==> src/rtl/data_bus_xbar_pkg.sv <==
// ----------------------------------------------------------------------------
// data_bus_xbar_pkg
// Shared definitions for the data bus crossbar: FSM state encoding, the LED
// register address and the default RAM / IO / CSR region base/mask pairs that
// integrators use to build REGION_BASE / REGION_MASK.
// No ports (package).
// ----------------------------------------------------------------------------
package data_bus_xbar_pkg;

  typedef enum logic [1:0] {
    ST_IDLE   = 2'd0,
    ST_ACCESS = 2'd1,
    ST_RESP   = 2'd2
  } bus_state_e;

  // Address of the LED register when the LED feature is built in.
  localparam logic [63:0] LED_ADDR = 64'h0000_0000_F000_0000;

  // Default region map: RAM 0x1000-0x1FFF, IO 0x1000_0000-0x1000_FFFF,
  // CSR 0x2000_0000-0x2000_00FF.
  localparam logic [63:0] RAM_BASE = 64'h0000_0000_0000_1000;
  localparam logic [63:0] RAM_MASK = ~64'h0000_0000_0000_0FFF;
  localparam logic [63:0] IO_BASE  = 64'h0000_0000_1000_0000;
  localparam logic [63:0] IO_MASK  = ~64'h0000_0000_0000_FFFF;
  localparam logic [63:0] CSR_BASE = 64'h0000_0000_2000_0000;
  localparam logic [63:0] CSR_MASK = ~64'h0000_0000_0000_00FF;

endpackage

==> src/rtl/data_bus_decode.sv <==
// ----------------------------------------------------------------------------
// data_bus_decode
// Combinational address decoder. Region i hits when (addr & mask_i) == base_i;
// when several regions hit, the lowest index wins.
// Ports:
//   addr         in   ADDR_W             address to decode
//   region_base  in   N_TARGETS*ADDR_W   flat base vector, slice i = region i
//   region_mask  in   N_TARGETS*ADDR_W   flat mask vector, slice i = region i
//   hit          out  N_TARGETS          one-hot winning region (0 on miss)
//   miss         out  1                  no region matched
// ----------------------------------------------------------------------------
module data_bus_decode #(
  parameter int N_TARGETS = 3,
  parameter int ADDR_W    = 64
) (
  input  logic [ADDR_W-1:0]           addr,
  input  logic [N_TARGETS*ADDR_W-1:0] region_base,
  input  logic [N_TARGETS*ADDR_W-1:0] region_mask,
  output logic [N_TARGETS-1:0]        hit,
  output logic                        miss
);

  logic [N_TARGETS-1:0] raw_hit;

  genvar gi;
  generate
    for (gi = 0; gi < N_TARGETS; gi++) begin : g_region
      assign raw_hit[gi] =
        ((addr & region_mask[gi*ADDR_W +: ADDR_W]) == region_base[gi*ADDR_W +: ADDR_W]);
    end
  endgenerate

  // Isolate the lowest set bit: x & -x keeps only the lowest-index match.
  assign hit  = raw_hit & (~raw_hit + N_TARGETS'(1));
  assign miss = ~|raw_hit;

endmodule

==> src/rtl/data_bus_xbar.sv <==
// ----------------------------------------------------------------------------
// data_bus_xbar
// Routes one load/store request at a time from the core to one of N_TARGETS
// address regions. Valid/ready on the core side, one-hot strobe held until
// ack on the target side, per-access timeout and decode-miss exception.
// Optional feature macro: DATA_BUS_XBAR_LED_EN (LED register at LED_ADDR).
// Ports:
//   clk, rst                      clock, synchronous active-high reset
//   req_valid/req_ready           core request handshake
//   req_rw/req_addr/req_wdata     request fields (1 = write)
//   resp_valid/resp_ready         core response handshake
//   resp_rdata/resp_exception     response payload
//   tgt_sel                       one-hot target strobe, held until ack
//   tgt_rw/tgt_addr/tgt_wdata     registered request fields to targets
//   tgt_ack/tgt_rdata/tgt_exception  per-target completion, flat read data
//   led                           LED register (0 when feature disabled)
// ----------------------------------------------------------------------------
module data_bus_xbar
  import data_bus_xbar_pkg::*;
#(
  parameter int                              N_TARGETS   = 3,
  parameter int                              ADDR_W      = 64,
  parameter int                              DATA_W      = 64,
  parameter logic [N_TARGETS*ADDR_W-1:0]     REGION_BASE = '0,
  parameter logic [N_TARGETS*ADDR_W-1:0]     REGION_MASK = '0,
  parameter int                              TIMEOUT     = 16
) (
  input  logic                          clk,
  input  logic                          rst,
  input  logic                          req_valid,
  output logic                          req_ready,
  input  logic                          req_rw,
  input  logic [ADDR_W-1:0]             req_addr,
  input  logic [DATA_W-1:0]             req_wdata,
  output logic                          resp_valid,
  input  logic                          resp_ready,
  output logic [DATA_W-1:0]             resp_rdata,
  output logic                          resp_exception,
  output logic [N_TARGETS-1:0]          tgt_sel,
  output logic                          tgt_rw,
  output logic [ADDR_W-1:0]             tgt_addr,
  output logic [DATA_W-1:0]             tgt_wdata,
  input  logic [N_TARGETS-1:0]          tgt_ack,
  input  logic [N_TARGETS*DATA_W-1:0]   tgt_rdata,
  input  logic [N_TARGETS-1:0]          tgt_exception,
  output logic [7:0]                    led
);

  // Last counter value spent in ACCESS; ACCESS therefore lasts TIMEOUT cycles.
  localparam logic [7:0] TIMEOUT_LAST = 8'(TIMEOUT - 1);

  bus_state_e            state_q, state_d;
  logic                  rw_q, rw_d;
  logic [ADDR_W-1:0]     addr_q, addr_d;
  logic [DATA_W-1:0]     wdata_q, wdata_d;
  logic [N_TARGETS-1:0]  sel_q, sel_d;
  logic [DATA_W-1:0]     rdata_q, rdata_d;
  logic                  exc_q, exc_d;
  logic [7:0]            cnt_q, cnt_d;
`ifdef DATA_BUS_XBAR_LED_EN
  logic [7:0]            led_q, led_d;
`endif

  logic [N_TARGETS-1:0]  dec_hit;
  logic                  dec_miss;
  logic                  sel_ack;
  logic                  sel_exc;
  logic [DATA_W-1:0]     sel_rdata;
  logic [DATA_W-1:0]     masked_rdata [N_TARGETS];

  data_bus_decode #(
    .N_TARGETS (N_TARGETS),
    .ADDR_W    (ADDR_W)
  ) u_decode (
    .addr        (req_addr),
    .region_base (REGION_BASE),
    .region_mask (REGION_MASK),
    .hit         (dec_hit),
    .miss        (dec_miss)
  );

  // Only the strobed target may complete the access; acks elsewhere are noise.
  assign sel_ack = |(tgt_ack & sel_q);
  assign sel_exc = |(tgt_exception & sel_q);

  genvar gi;
  generate
    for (gi = 0; gi < N_TARGETS; gi++) begin : g_rdata
      assign masked_rdata[gi] = sel_q[gi] ? tgt_rdata[gi*DATA_W +: DATA_W] : '0;
    end
  endgenerate

  always_comb begin
    sel_rdata = '0;
    for (int i = 0; i < N_TARGETS; i++) begin
      sel_rdata = sel_rdata | masked_rdata[i];
    end
  end

  always_comb begin
    state_d = state_q;
    rw_d    = rw_q;
    addr_d  = addr_q;
    wdata_d = wdata_q;
    sel_d   = sel_q;
    rdata_d = rdata_q;
    exc_d   = exc_q;
    cnt_d   = cnt_q;
`ifdef DATA_BUS_XBAR_LED_EN
    led_d   = led_q;
`endif

    case (state_q)
      ST_IDLE: begin
        if (req_valid) begin
          rw_d    = req_rw;
          addr_d  = req_addr;
          wdata_d = req_rw ? req_wdata : '0;
          cnt_d   = '0;
`ifdef DATA_BUS_XBAR_LED_EN
          // LED register is intercepted ahead of the region decoder.
          if (req_addr == ADDR_W'(LED_ADDR)) begin
            if (req_rw) begin
              led_d   = req_wdata[7:0];
              rdata_d = '0;
            end else begin
              rdata_d = DATA_W'(led_q);
            end
            exc_d   = 1'b0;
            state_d = ST_RESP;
          end else
`endif
          if (dec_miss) begin
            rdata_d = '0;
            exc_d   = 1'b1;
            state_d = ST_RESP;
          end else begin
            sel_d   = dec_hit;
            state_d = ST_ACCESS;
          end
        end
      end

      ST_ACCESS: begin
        // Ack is checked before the timeout so a same-cycle ack completes normally.
        if (sel_ack) begin
          rdata_d = rw_q ? '0 : sel_rdata;
          exc_d   = sel_exc;
          sel_d   = '0;
          cnt_d   = '0;
          state_d = ST_RESP;
        end else if (cnt_q == TIMEOUT_LAST) begin
          rdata_d = '0;
          exc_d   = 1'b1;
          sel_d   = '0;
          cnt_d   = '0;
          state_d = ST_RESP;
        end else begin
          cnt_d = cnt_q + 8'd1;
        end
      end

      ST_RESP: begin
        if (resp_ready) begin
          rdata_d = '0;
          exc_d   = 1'b0;
          state_d = ST_IDLE;
        end
      end

      default: begin
        state_d = ST_IDLE;
      end
    endcase
  end

  always_ff @(posedge clk) begin
    if (rst) begin
      state_q <= ST_IDLE;
      rw_q    <= 1'b0;
      addr_q  <= '0;
      wdata_q <= '0;
      sel_q   <= '0;
      rdata_q <= '0;
      exc_q   <= 1'b0;
      cnt_q   <= '0;
`ifdef DATA_BUS_XBAR_LED_EN
      led_q   <= '0;
`endif
    end else begin
      state_q <= state_d;
      rw_q    <= rw_d;
      addr_q  <= addr_d;
      wdata_q <= wdata_d;
      sel_q   <= sel_d;
      rdata_q <= rdata_d;
      exc_q   <= exc_d;
      cnt_q   <= cnt_d;
`ifdef DATA_BUS_XBAR_LED_EN
      led_q   <= led_d;
`endif
    end
  end

  assign req_ready      = (state_q == ST_IDLE);
  assign resp_valid     = (state_q == ST_RESP);
  assign resp_rdata     = rdata_q;
  assign resp_exception = exc_q;
  assign tgt_sel        = sel_q;
  assign tgt_rw         = rw_q;
  assign tgt_addr       = addr_q;
  assign tgt_wdata      = wdata_q;
`ifdef DATA_BUS_XBAR_LED_EN
  assign led            = led_q;
`else
  assign led            = 8'h00;
`endif

endmodule

==> config.mk <==
export PLATFORM = sky130hd
export DESIGN_NAME = data_bus_xbar
export DESIGN_NICKNAME = d
export VERILOG_FILES = /design/src/rtl/data_bus_xbar_pkg.sv /design/src/rtl/data_bus_decode.sv /design/src/rtl/data_bus_xbar.sv
export SDC_FILE = /design/constraint.sdc
export NUM_CORES = 1
export LEC_CHECK = 0
export ABC_AREA = 1
export CAP_MARGIN = 20
export CORE_AREA = 2 2 207 209
export CTS_CLUSTER_DIAMETER = 60
export DETAILED_ROUTE_END_ITERATION = 8
export DIE_AREA = 0 0 209 211
export RECOVER_POWER = 50
export SYNTH_ARGS = -nofsm -noshare
export SYNTH_HDL_FRONTEND = slang
export SYNTH_SLANG_ARGS = --single-unit
==> constraint.sdc <==
create_clock -name clk -period 2.1 [get_ports clk]
set_input_delay 0.42 -clock clk [delete_from_list [all_inputs] [get_ports clk]]
set_output_delay 0.42 -clock clk [all_outputs]
set_load 0.05 [all_outputs]
==> summary.txt <==
Die
  – Initial Util: 20.3%
  – Chip width: around 210 µm
  – DIE AREA: 44100 µm²
  – Core area: 41800 µm²
  – # rows: 75
  – IO Count: ~540
  – Overall die height: roughly 210 µm

Worst setup path
  – Crit-path most repeated cell: inv_1
  – Largest stage delay on the critical path: 360 ps
  – Crit path kind: flop to output port
  – Critical Path End: resp_valid
  – Critical path cell sequence: inv_1, nand2_1, buf_6, inv_1, buf_4
  – Setup crit start kind: flop
  – Bufs and invs on worst path: 4
  – CP top delay family: buffers and inverters
  – Reg2reg path depth: 6
  – Critical path launch point: state_q[0]
  – Worst-path maximum fanout: 30
  – Worst path arrival time: 1550 ps
  – Slowest library cell on the worst path: dfxtp_1
  – Reg-to-Reg Start: state_q[1]
  – Stages on the worst setup path: 5
  – Critical Path RT: 1680 ps
  – Worst r2r dst: tgt_addr[3]
  – CP endpoint kind: output port
  – R2R setup slack: 210 ps

GRT
  – First-pass GRT wire length: roughly 46 mm
  – Vias in the first global route: between 8000 and 9000
  – Gr usage total: between 10% and 20%
  – Total grt overflow: 0
  – Pin count of the biggest net entering global routing: 70
  – Initial antenna violation count: 0

Timing
  – Max Transition Viols Final: 0
  – Hold slack: 372 ps
  – Fmax: 507 MHz
  – Max Clock Skew: 12.9 ps
  – RSZ-0062 raised after global routing: false
  – Slew headroom: 45.1%
  – Fin crit period: 1970 ps
  – Final setup vio count: 0
  – Setup TNS: 0 ps
  – Worst Max-Slew Pin Slew: 823 ps
  – Final Hold Fails: 0
  – Final period utilization: 93.9%

Synth
  – Synth Warn #: 0
  – Syn Inst Count: 1219
  – Synth area leaders: dfxtp_1 (48%), nor2_1 (12%), nand2_1 (9.8%), inv_1 (6.4%), a21oi_1 (4.2%)
  – Number of distinct library cells after synthesis: 22
  – Syn Area/Cell: 6.95 µm²
  – Mapped Area: approximately 8500 µm²
  – Post-synth top area cell: dfxtp_1
  – Synth top area share: 48.5%
  – Register area share after synthesis: 48.5%
  – Seq cells post-synth: between 200 and 250

Clocking
  – Clk buf depth: 3
  – CTS HTree Levels: 1
  – Later-pin clock latency in the skew report: 550 ps
  – Worst-path clk slew: roughly 60 ps
  – CTS sink count: a little over 200
  – Clock Tree Root: clkbuf_16
  – TritonCTS clock tree: yes
  – CTS buffer count: 27
  – # Post-CTS Setup Buffers: 0

Routing
  – Routed Antenna Nets: 0
  – WL final: 29.9 mm
  – DRT iter0 DRCs: around 540
  – Vias per std cell: 4.11
  – Initial DRT Pass Iterations: 5
  – Via count: just under 9000
  – Wire length per cell after detailed routing: between 10 and 15 µm
  – DR DRC count: 0

Layout
  – Area delta synth->final: 60.0%
  – Most frequent cells in the layout: nor2_1 (278), nand2_1 (220), dfxtp_1 (205)
  – Final Cell Area: 13500 µm²
  – Core Util, Final: 32.4%
  – Share of post-route cells with drive strength above 1: approximately 5.4%
  – Non-Filler Instances: 2148
  – Most common cell after layout, fill and taps aside: nor2_1
  – Final nets: 1921
  – Antenna Cells: 0

Placement
  – Final Wtd Congestion: 0.764
  – Post-DP Area: 13000 µm²
  – Cells after DPL: 2099
  – Hpwl dp: between 20 and 25 mm
  – I/O Buffers: 395

Status
  – Status: completed

Worst hold path
  – Worst hold path type: input pin to flop

Power
  – Static Leakage: 6.49 nW
  – PwrDens: 934 nW/µm²
  – Max IR drop VDD: 0.554 mV

Run
  – Max-cap violations: 0
per-stage QoR:
stage	total power [mW]	worst slack, ps
floorplan	7.09	126
global placement	8.59	81.7
detailed placement	8.63	56.0
CTS	12.9	14.3
global route	13.4	13.8
finish	12.6	129
cell families (layout without fill, tap and decap cells):
family | after synthesis | after routing | synth area share, %
compound gates | 140 | 140 | 8.32
buf+inv | 243 | 624 | 12.2
fa+ha+maj | 1 | 1 | 0.148
other cells | 1 | 10 | 0.0443
xor+xnor | 1 | 1 | 0.103
flops | 205 | 205 | 48.5
simple gates | 628 | 628 | 30.7
synth_stat cells:
cell      number
a21oi_1       71
buf_1          8
buf_2         24
buf_4         14
buf_6          5
clkbuf_1      47
conb_1         1
dfxtp_1      205
ha_1           1
inv_1        144
inv_2          1
nand2_1      221
nand3_1       66
nand3_2        2
nand4_1       56
nor2_1       278
nor3_1         3
o21ai_0       67
o21ai_1        1
o21ai_2        1
or2_2          2
xnor2_1        1
report_power, final:
part | internal, mW | switching [mW] | total (mW) | leakage [nW]
Combinational | 1.15 | 2.57 | 3.71 | 4.39
Clock | 2.68 | 1.78 | 4.46 | 0.417
Sequential | 4.28 | 0.189 | 4.47 | 1.68
Total | 8.11 | 4.54 | 12.6 | 6.49
cell type report:
cell class	instances	area, µm²
clock buffers	41	778
flip-flops and latches	205	4100
clock inverters	8	87.6
repair buffers	430	3980
multi-input cells	780	3370
well taps	539	674
fillers	4552	28200
inverters	145	549
metal layers:
layer	part of all wire [%]	GRT usage (%)	up-vias
li1	-	-	4511
met1	43	15.6	3934
met2	45	22.2	341
met3	9.6	4.97	34
met4	2.0	3.33	0
met5	0	0	-
worst reg2reg max path: stages, from the launching register on:
cell and delay [ps]:
dfxtp_1 320, nor2_1 290, nand2_4 140, clkbuf_2 380
buf_4 360, o21ai_0 240, nor2_1 60
sequential cells by signal, summed over array words and instances (netlist names):
name	flops
tgt_addr	64
tgt_wdata	64
resp_exception	1
resp_rdata	64
cnt_q	8
tgt_rw	1
tgt_sel	1
state_q	2
worst min path at each step:
| stage | slack [ps] | depth (start not counted) | from | to |
|---|---|---|---|---|
| after floorplan | 460 | 2 | cnt_q[1] | cnt_q[1] |
| after global routing | 370 | 4 | rst | resp_rdata[61] |
| after detailed placement | 450 | 2 | tgt_wdata[6] | tgt_wdata[6] |
| after global placement | 450 | 2 | tgt_wdata[38] | tgt_wdata[38] |
| after CTS | 330 | 4 | rst | resp_rdata[48] |
| final | 370 | 4 | rst | resp_rdata[48] |
repair_timing:
item	CTS	global route
endpoints found under the setup margin	187	1
resized for setup	187	1
hold buffers	0	0
(Power assumes the default switching activity.)
